**config.mk**
```make
export PLATFORM = sky130hd
export DESIGN_NAME = ook_symbol_sched
export DESIGN_NICKNAME = d
export VERILOG_FILES = /design/src/rtl/ook_symbol_sched.sv
export SDC_FILE = /design/constraint.sdc
export NUM_CORES = 1
export LEC_CHECK = 0
export ABC_AREA = 1
export CAP_MARGIN = 5
export CORE_ASPECT_RATIO = 1.4
export CORE_MARGIN = 4
export CORE_UTILIZATION = 55
export DETAILED_ROUTE_END_ITERATION = 8
export PLACE_DENSITY = 0.72
export SLEW_MARGIN = 20
export SYNTH_ARGS = -nofsm -noshare
export SYNTH_HDL_FRONTEND = slang
export SYNTH_SLANG_ARGS = --single-unit
```
**constraint.sdc**
```tcl
create_clock -name clk -period 7.4 [get_ports clk]
set_input_delay 1.11 -clock clk [delete_from_list [all_inputs] [get_ports clk]]
set_output_delay 1.11 -clock clk [all_outputs]
set_load 0.01 [all_outputs]
```
**src/rtl/ook_symbol_sched.sv**
```systemverilog
// ook_symbol_sched: on-off-keying symbol scheduler.
// Bytes are queued in a small FIFO. Each byte is shifted out MSB first on ook_data.
// Every bit is held for sym_div+1 clocks, using the sym_div value latched when the byte loads.
// When the OOK_PREAMBLE_EN macro is defined, a burst that starts from idle is preceded by an
// 8'hAA preamble.
module ook_symbol_sched #(
  parameter int unsigned SYM_DIV_W  = 16,
  parameter int unsigned FIFO_DEPTH = 4
) (
  input  logic                        clk,
  input  logic                        rst,
  input  logic [SYM_DIV_W-1:0]        sym_div,
  input  logic [7:0]                  in_data,
  input  logic                        in_valid,
  output logic                        in_ready,
  output logic                        ook_data,
  output logic                        busy,
  output logic                        byte_done,
  output logic [$clog2(FIFO_DEPTH):0] fifo_level
);

  localparam int unsigned PtrW = $clog2(FIFO_DEPTH);
  localparam int unsigned LvlW = PtrW + 1;
  localparam logic [LvlW-1:0] FullLvl = LvlW'(FIFO_DEPTH);

`ifdef OOK_PREAMBLE_EN
  localparam logic [7:0] Preamble = 8'hAA;
  typedef enum logic [1:0] {StIdle, StPreamble, StSend} state_e;
`else
  typedef enum logic [0:0] {StIdle, StSend} state_e;
`endif

  // ---------------------------------------------------------------------------
  // Byte FIFO
  // ---------------------------------------------------------------------------
  logic [7:0]      r_mem [FIFO_DEPTH];
  logic [PtrW-1:0] r_wr_ptr;
  logic [PtrW-1:0] r_rd_ptr;
  logic [LvlW-1:0] r_count;
  logic            w_push;
  logic            w_pop;
  logic            w_fifo_nonempty;
  logic [7:0]      w_head;

  // Readiness comes from the registered count only, so a same-edge pop never frees a slot.
  assign in_ready        = (r_count != FullLvl);
  assign w_push          = in_valid && in_ready;
  assign w_fifo_nonempty = (r_count != '0);
  assign w_head          = r_mem[r_rd_ptr];
  assign fifo_level      = r_count;

  // Byte storage. Occupancy is tracked by r_count, so the array itself needs no reset.
  always_ff @(posedge clk) begin
    if (w_push) begin
      r_mem[r_wr_ptr] <= in_data;
    end
  end

  // Pointers wrap naturally because the depth is a power of two.
  always_ff @(posedge clk) begin
    if (rst) begin
      r_wr_ptr <= '0;
      r_rd_ptr <= '0;
      r_count  <= '0;
    end else begin
      if (w_push) begin
        r_wr_ptr <= r_wr_ptr + PtrW'(1);
      end
      if (w_pop) begin
        r_rd_ptr <= r_rd_ptr + PtrW'(1);
      end
      case ({w_push, w_pop})
        2'b10:   r_count <= r_count + LvlW'(1);
        2'b01:   r_count <= r_count - LvlW'(1);
        default: r_count <= r_count;
      endcase
    end
  end

  // ---------------------------------------------------------------------------
  // Symbol FSM
  // ---------------------------------------------------------------------------
  state_e               r_state;
  state_e               w_state_d;
  logic [7:0]           r_shift;
  logic [7:0]           w_shift_d;
  logic [SYM_DIV_W-1:0] r_sym_cnt;
  logic [SYM_DIV_W-1:0] w_sym_cnt_d;
  logic [SYM_DIV_W-1:0] r_div;
  logic [SYM_DIV_W-1:0] w_div_d;
  logic [2:0]           r_bit_cnt;
  logic [2:0]           w_bit_cnt_d;
  logic                 r_ook;
  logic                 w_ook_d;
  logic                 r_byte_done;
  logic                 w_byte_done_d;
  logic                 w_sym_end;
`ifdef OOK_PREAMBLE_EN
  logic [7:0]           r_hold;
  logic [7:0]           w_hold_d;
`endif

  assign w_sym_end = (r_sym_cnt == '0);

  // Next-state logic: per-bit countdown, bit shifting and byte loading.
  always_comb begin
    w_state_d     = r_state;
    w_shift_d     = r_shift;
    w_sym_cnt_d   = r_sym_cnt;
    w_div_d       = r_div;
    w_bit_cnt_d   = r_bit_cnt;
    w_byte_done_d = 1'b0;
    w_pop         = 1'b0;
`ifdef OOK_PREAMBLE_EN
    w_hold_d      = r_hold;
`endif
    case (r_state)
      StIdle: begin
        if (w_fifo_nonempty) begin
          w_pop       = 1'b1;
          w_div_d     = sym_div;
          w_sym_cnt_d = sym_div;
          w_bit_cnt_d = '0;
`ifdef OOK_PREAMBLE_EN
          // The popped byte waits in r_hold while the preamble goes out.
          w_hold_d    = w_head;
          w_shift_d   = Preamble;
          w_state_d   = StPreamble;
`else
          w_shift_d   = w_head;
          w_state_d   = StSend;
`endif
        end
      end
`ifdef OOK_PREAMBLE_EN
      StPreamble: begin
        if (!w_sym_end) begin
          w_sym_cnt_d = r_sym_cnt - SYM_DIV_W'(1);
        end else if (r_bit_cnt == 3'd7) begin
          // The payload keeps the symbol period latched for the preamble.
          w_shift_d   = r_hold;
          w_sym_cnt_d = r_div;
          w_bit_cnt_d = '0;
          w_state_d   = StSend;
        end else begin
          w_shift_d   = {r_shift[6:0], 1'b0};
          w_sym_cnt_d = r_div;
          w_bit_cnt_d = r_bit_cnt + 3'd1;
        end
      end
`endif
      StSend: begin
        if (!w_sym_end) begin
          w_sym_cnt_d = r_sym_cnt - SYM_DIV_W'(1);
        end else if (r_bit_cnt == 3'd7) begin
          w_byte_done_d = 1'b1;
          if (w_fifo_nonempty) begin
            // Back-to-back: load the next byte on this edge with a fresh sym_div.
            w_pop       = 1'b1;
            w_div_d     = sym_div;
            w_sym_cnt_d = sym_div;
            w_bit_cnt_d = '0;
            w_shift_d   = w_head;
          end else begin
            w_shift_d   = '0;
            w_sym_cnt_d = '0;
            w_bit_cnt_d = '0;
            w_state_d   = StIdle;
          end
        end else begin
          w_shift_d   = {r_shift[6:0], 1'b0};
          w_sym_cnt_d = r_div;
          w_bit_cnt_d = r_bit_cnt + 3'd1;
        end
      end
      default: begin
        w_state_d = StIdle;
      end
    endcase
    // The keying bit is registered so that it follows the shift register MSB with no extra lag.
    w_ook_d = (w_state_d != StIdle) ? w_shift_d[7] : 1'b0;
  end

  // FSM and datapath registers.
  always_ff @(posedge clk) begin
    if (rst) begin
      r_state     <= StIdle;
      r_shift     <= '0;
      r_sym_cnt   <= '0;
      r_div       <= '0;
      r_bit_cnt   <= '0;
      r_ook       <= 1'b0;
      r_byte_done <= 1'b0;
`ifdef OOK_PREAMBLE_EN
      r_hold      <= '0;
`endif
    end else begin
      r_state     <= w_state_d;
      r_shift     <= w_shift_d;
      r_sym_cnt   <= w_sym_cnt_d;
      r_div       <= w_div_d;
      r_bit_cnt   <= w_bit_cnt_d;
      r_ook       <= w_ook_d;
      r_byte_done <= w_byte_done_d;
`ifdef OOK_PREAMBLE_EN
      r_hold      <= w_hold_d;
`endif
    end
  end

  assign ook_data  = r_ook;
  assign busy      = (r_state != StIdle);
  assign byte_done = r_byte_done;

endmodule

```
Yosys cells after proc, flatten, opt, wreduce, memory -nomap -nowiden:

Memory sizes are Yosys's and may differ from the RTL's. A register that Yosys moved wholly into a read port is not among the register bits.
Cells that the tools add are included.

* equality and inequality tests: 7
* reduce and logical (&&, ||, !) cells: 8
* bitwise logic cells: 3
* $add $sub $neg: 6
* mux-type cells: 31

Operators by type and width (number)
* $mux 16: 7
* $pmux 16 s2: 2
* $mux 8: 4
* $logic_not 16->1: 1
* $pmux 8 s2: 1
* $sub 16x1->16 const B: 1
* $pmux 3 s2: 2
* $mux 3: 3
* $mux 1: 8
* $add 3x1->3 const B: 2
* $add 2x1->2 const B: 2
* $mux 2: 2
* $ne 2x1->1 const B: 2
* $pmux 1 s2: 2
* $reduce_and 2->1: 2
* $eq 3x3->1 const B: 1
* $ne 3x3->1 const B: 1
* $not 1->1: 3
* $reduce_bool 3->1: 1
* $reduce_or 3->1: 1
* $sub 3x1->3 const B: 1
* $eq 2x1->1 const B: 1
* $eq 2x2->1 const B: 1
* $ne 2x2->1 const B: 1
* 3 further kinds: 3

* memories kept: 1
* RAM bits: 32
* output and inout port bits: 7
* register bits after elaboration: 53
* logic and storage cells: 67

Memories
* r_mem: words 4, width 8, rd ports 1, clocked after Yosys merged registers in 1, wr ports 1, RTL line 36 `logic [7:0] r_mem [FIFO_DEPTH];`

Longest topological paths before layout:

* depth after elaboration: 7
* mapped depth: 16

Worst setup path before layout:

OpenSTA, ideal clock, no wires.

* kind: register to register
* start: register r_bit_cnt[0]
* end: register r_count[2], in the netlist fifo_level[2]
* buffers on the path: 2
* path slack: 4.958 ns
* clock period less this slack: 2.442 ns
* library setup time: 0.122 ns
* stages on the path, launching flop included: 16
* data arrival time: 2.320 ns
* path through: dfxtp_1 -> ha_1 -> ha_1 -> clkbuf_1 -> nor2_1 -> inv_1 -> nand3_2 -> clkinv_2 -> buf_4 -> ha_1 -> inv_1 -> fa_1 -> a21oi_1 -> o21ai_0 -> o21ai_0 -> a21oi_1

* word-level cells in the longest chain between the ends: 6
* elaborated cells between the ends (all ways): 8
* classes of those cells: eq/ne (3); mux (4); reduce/logical (1)

Ends and longest elaborated chain
* start, declared: RTL line 91 `logic [2:0] r_bit_cnt;`
* start signal, assigned: RTL line 202 `r_bit_cnt <= w_bit_cnt_d;`
* $eq 3x3->1 (*): RTL line 155 `end else if (r_bit_cnt == 3'd7) begin`
* $mux 1 (*): RTL line 155
* $mux 1 (*): RTL line 153 `if (!w_sym_end) begin`
* $pmux 1 s2 (*): RTL line 117 `case (r_state)`
* net w_pop: RTL line 41 `logic w_pop;`
* $eq 2x1->1 / $eq 2x2->1 (equally long branches): RTL line 72 `case ({w_push, w_pop})`
* $pmux 3 s2 / $reduce_bool 2->1 (equally long branches)
* end signal, assigned: RTL line 73 `2'b10: r_count <= r_count + LvlW'(1);`
* end signal, assigned: RTL line 74 `2'b01: r_count <= r_count - LvlW'(1);`
* end signal, assigned: RTL line 75 `default: r_count <= r_count;`
* end, declared: RTL line 39 `logic [LvlW-1:0] r_count;`

The timed path passes the listed nets; every way through them passes the cells marked *.
A chain may end at the register's enable or synchronous reset.

Final worst setup path:

* start: register r_bit_cnt[0]
* end: register r_count[2], in the netlist fifo_level[2]

* word-level cells in the longest chain between the ends: 6
* elaborated cells between the ends (all ways): 8
* classes of those cells: eq/ne (3); mux (4); reduce/logical (1)

Ends and longest elaborated chain (RTL line)
* $eq 3x3->1 (*): 155
* $mux 1 (*): 155
* $mux 1 (*): 153
* $pmux 1 s2 (*): 117
* $eq 2x1->1 / $eq 2x2->1 (equally long branches): 72
* $pmux 3 s2 / $reduce_bool 2->1 (equally long branches)

Every way passes the cells marked *; elsewhere a longest branch is shown, timed or not.

==> flow_metrics.tcl <==
set metrics [dict create \
    status "completed" \
    ctsHoldBuffers 0 \
    first_global_vias 3508 \
    syn-num-nets 619 \
    core_area_mm2 0.00770 \
    synth_seq_cells 87 \
    final_area_mm2 0.00489 \
    die_x_um 83.0 \
    worst_setup_path_end_kind "flop" \
    final_common_cell "nand2_1" \
    synth_flop_cell "dfxtp_1" \
    boundaryPins 34 \
    synth-simple-area-share 0.291 \
    place_area_mm2 0.00468 \
    portBuffers 33 \
    r2r-end "fifo_level[2]" \
    clock_path_buffers 2 \
    synthArstFlopShare 0 \
    hold_class "reg2reg" \
    track_usage 0.209 \
    hp-start "r_shift[4]" \
    cap_viol_max_count 0 \
    r2r_cells 14 \
    startpoint_type "flop" \
    drive_gt1_frac 0.0592 \
    min_period_over_period 0.424 \
    syn_area_mm2 0.00434 \
    syn_to_final_growth_pct 12.9 \
    synth.yosys.warnings 0 \
    route.detailed.drc 0 \
    period_needed_ns 3.14 \
    ant_nets 0 \
    finalSetupTns_ns 0 \
    r2r_setup_slack_ns 4.26 \
    grt_pass1_wl_um 15900 \
    fin_skew_ns 0.0123 \
    yosysSeqAreaShare 0.475 \
    die_area_mm2 0.00939 \
    synth_edf_count 32 \
    cts.sinks 87 \
    syn_area_per_cell_um2 7.44 \
    p_leak_nw 1.99 \
    required_ns 7.65 \
    clk_latency_ns 0.37 \
    synth-xor-area-share 0.0182 \
    vias 3686 \
    power.total_w 0.00194 \
    synth_compound_area_frac 0.126 \
    firstDrtPassIters 4 \
    setup_slack_ns 4.26 \
    cts_tree "yes" \
    fmax_ghz 0.319 \
    grt_max_degree 41 \
    drv_slew 0 \
    gp_congestion 0.831 \
    num_rows 38 \
    antenna_found_initial 0 \
    synth_top_family_by_area "simple AND/OR/NAND/NOR gates" \
    worstReg2RegStart "r_bit_cnt[0]" \
    cellPowerDensity_mw_per_mm2 396 \
    ir_drop_uv 187 \
    hpwl_um 6690 \
    clk_pin_slew_ns 0.09 \
    start_util 0.563 \
    wire_per_inst_um 13.2 \
    cts-resized-gates 0 \
    finalHoldViolCount 0 \
    postCtsSetupBuffers 0 \
    routed_wl_um 9330 \
    drt_iter0_markers 265 \
    synthMuxAreaShare 0 \
    syn_inst 583 \
    vias_per_cell 5.21 \
    synth.distinct_cells 31 \
    min_to "r_shift[4]" \
    worstHoldPathCells 2 \
    antenna_cells 0 \
    worstMarginPinSlew_ns 0.803 \
    hold_ws_ns 0.467 \
    final_cell_mix "nand2_1 (160), nor2_1 (97), dfxtp_1 (55)" \
    crit_fanout 26 \
    cts_inserted_buffers 9 \
    die_y_um 113 \
    setup_viol 0 \
    synth_fa_ha_area_frac 0.0277 \
    critPathArrivalTime_ns 3.38 \
    grt_overflow_total 0 \
    nets 639 \
    cts_max_level 3 \
    worstSetupPathType "reg2reg" \
    root_buffer "clkbuf_8" \
    rsz0062_at_grt "no" \
    pre_cts_slack_ns 4.30 \
    max_slew_margin 0.463 \
]
[cell families (layout without fill, tap and decap cells)]
kind of cell               after synthesis  in the layout
AOI/OAI and AO/OA                      107            107
buffers and inverters                   62             87
adders and majority gates                9              9
xor gates and xnor gates                 9              9
and+or+nand+nor                        309            309
DFF                                     87             87
[worst max-delay path, stage by stage (launching register included)]
cell      delay (ns)
dfxtp_1         0.38
ha_1            0.18
ha_1            0.14
buf_4           0.26
nor2_1          0.10
inv_1           0.15
nand3_2         0.33
clkinv_2        0.34
ha_1            0.20
inv_1           0.06
fa_1            0.38
a21oi_1         0.14
o21ai_0         0.12
o21ai_0         0.16
a21oi_1         0.05
[synthesized netlist by cell type (5+ instances only)]
| master | instances | area [µm²] |
|---|---|---|
| a21oi_1 | 38 | 190 |
| xor2_1 | 5 | 43.8 |
| nand3_1 | 35 | 175 |
| nor2_2 | 5 | 31.3 |
| edfxtp_1 | 32 | 961 |
| nor2_1 | 97 | 364 |
| ha_1 | 8 | 100 |
| nand2_1 | 160 | 601 |
| o21ai_1 | 12 | 60.1 |
| clkbuf_1 | 16 | 60.1 |
| inv_1 | 30 | 113 |
| buf_2 | 7 | 35.0 |
| o21ai_0 | 52 | 260 |
| dfxtp_1 | 55 | 1100 |
[metrics by stage]
stage	util	instances
after floorplan	-	583
after detailed placement	0.608	692
final	0.635	708
after global placement	0.608	692
after global routing	0.635	708
after CTS	0.635	708
[registers in the layout, indices dropped and copies added, names as in the netlist, named ones only]
register / cells
r_rd_ptr: 2
r_sym_cnt: 16
ook_data: 1
byte_done: 1
r_bit_cnt: 3
r_div: 16
fifo_level: 3
r_shift: 8
r_wr_ptr: 2
busy: 1
r_mem: 32
[layer usage]
metal  routed length, µm  vias to the layer above  share of wire  track usage
met5                   0                        -              0            0
met4                 317                        0          0.034        0.129
met3                 309                       21          0.033       0.0291
met2                4740                       85           0.51        0.377
met1                3960                     1645           0.42        0.230
li1                    -                     1935              -            -
[cell type report]
cell class	count	area (µm²)
timing repair buffer	36	353
inverter	35	133
fill	713	2810
tap	100	125
multi-input combinational	434	2010
sequential	87	2060
clock inverter	6	85.1
clock buffer	10	128
[how the worst max path moves through the flow]
stage | endpoint | startpoint | slack (ns) | cells after the start
after detailed placement | fifo_level[2] | r_bit_cnt[0] | 4.30 | 14
after global routing | fifo_level[2] | r_bit_cnt[0] | 3.89 | 14
final | fifo_level[2] | r_bit_cnt[0] | 4.26 | 14
after global placement | fifo_level[2] | r_bit_cnt[0] | 4.41 | 14
after CTS | fifo_level[2] | r_bit_cnt[0] | 4.28 | 14
after floorplan | fifo_level[2] | r_bit_cnt[0] | 4.96 | 15
[power by group]
part           leakage (nW)  internal, W  switching, W
registers             0.746     0.000629      0.000113
clock network         0.104     0.000189      0.000166
logic                  1.14     0.000306      0.000535
No activity file was read; power rests on OpenSTA's default activity.
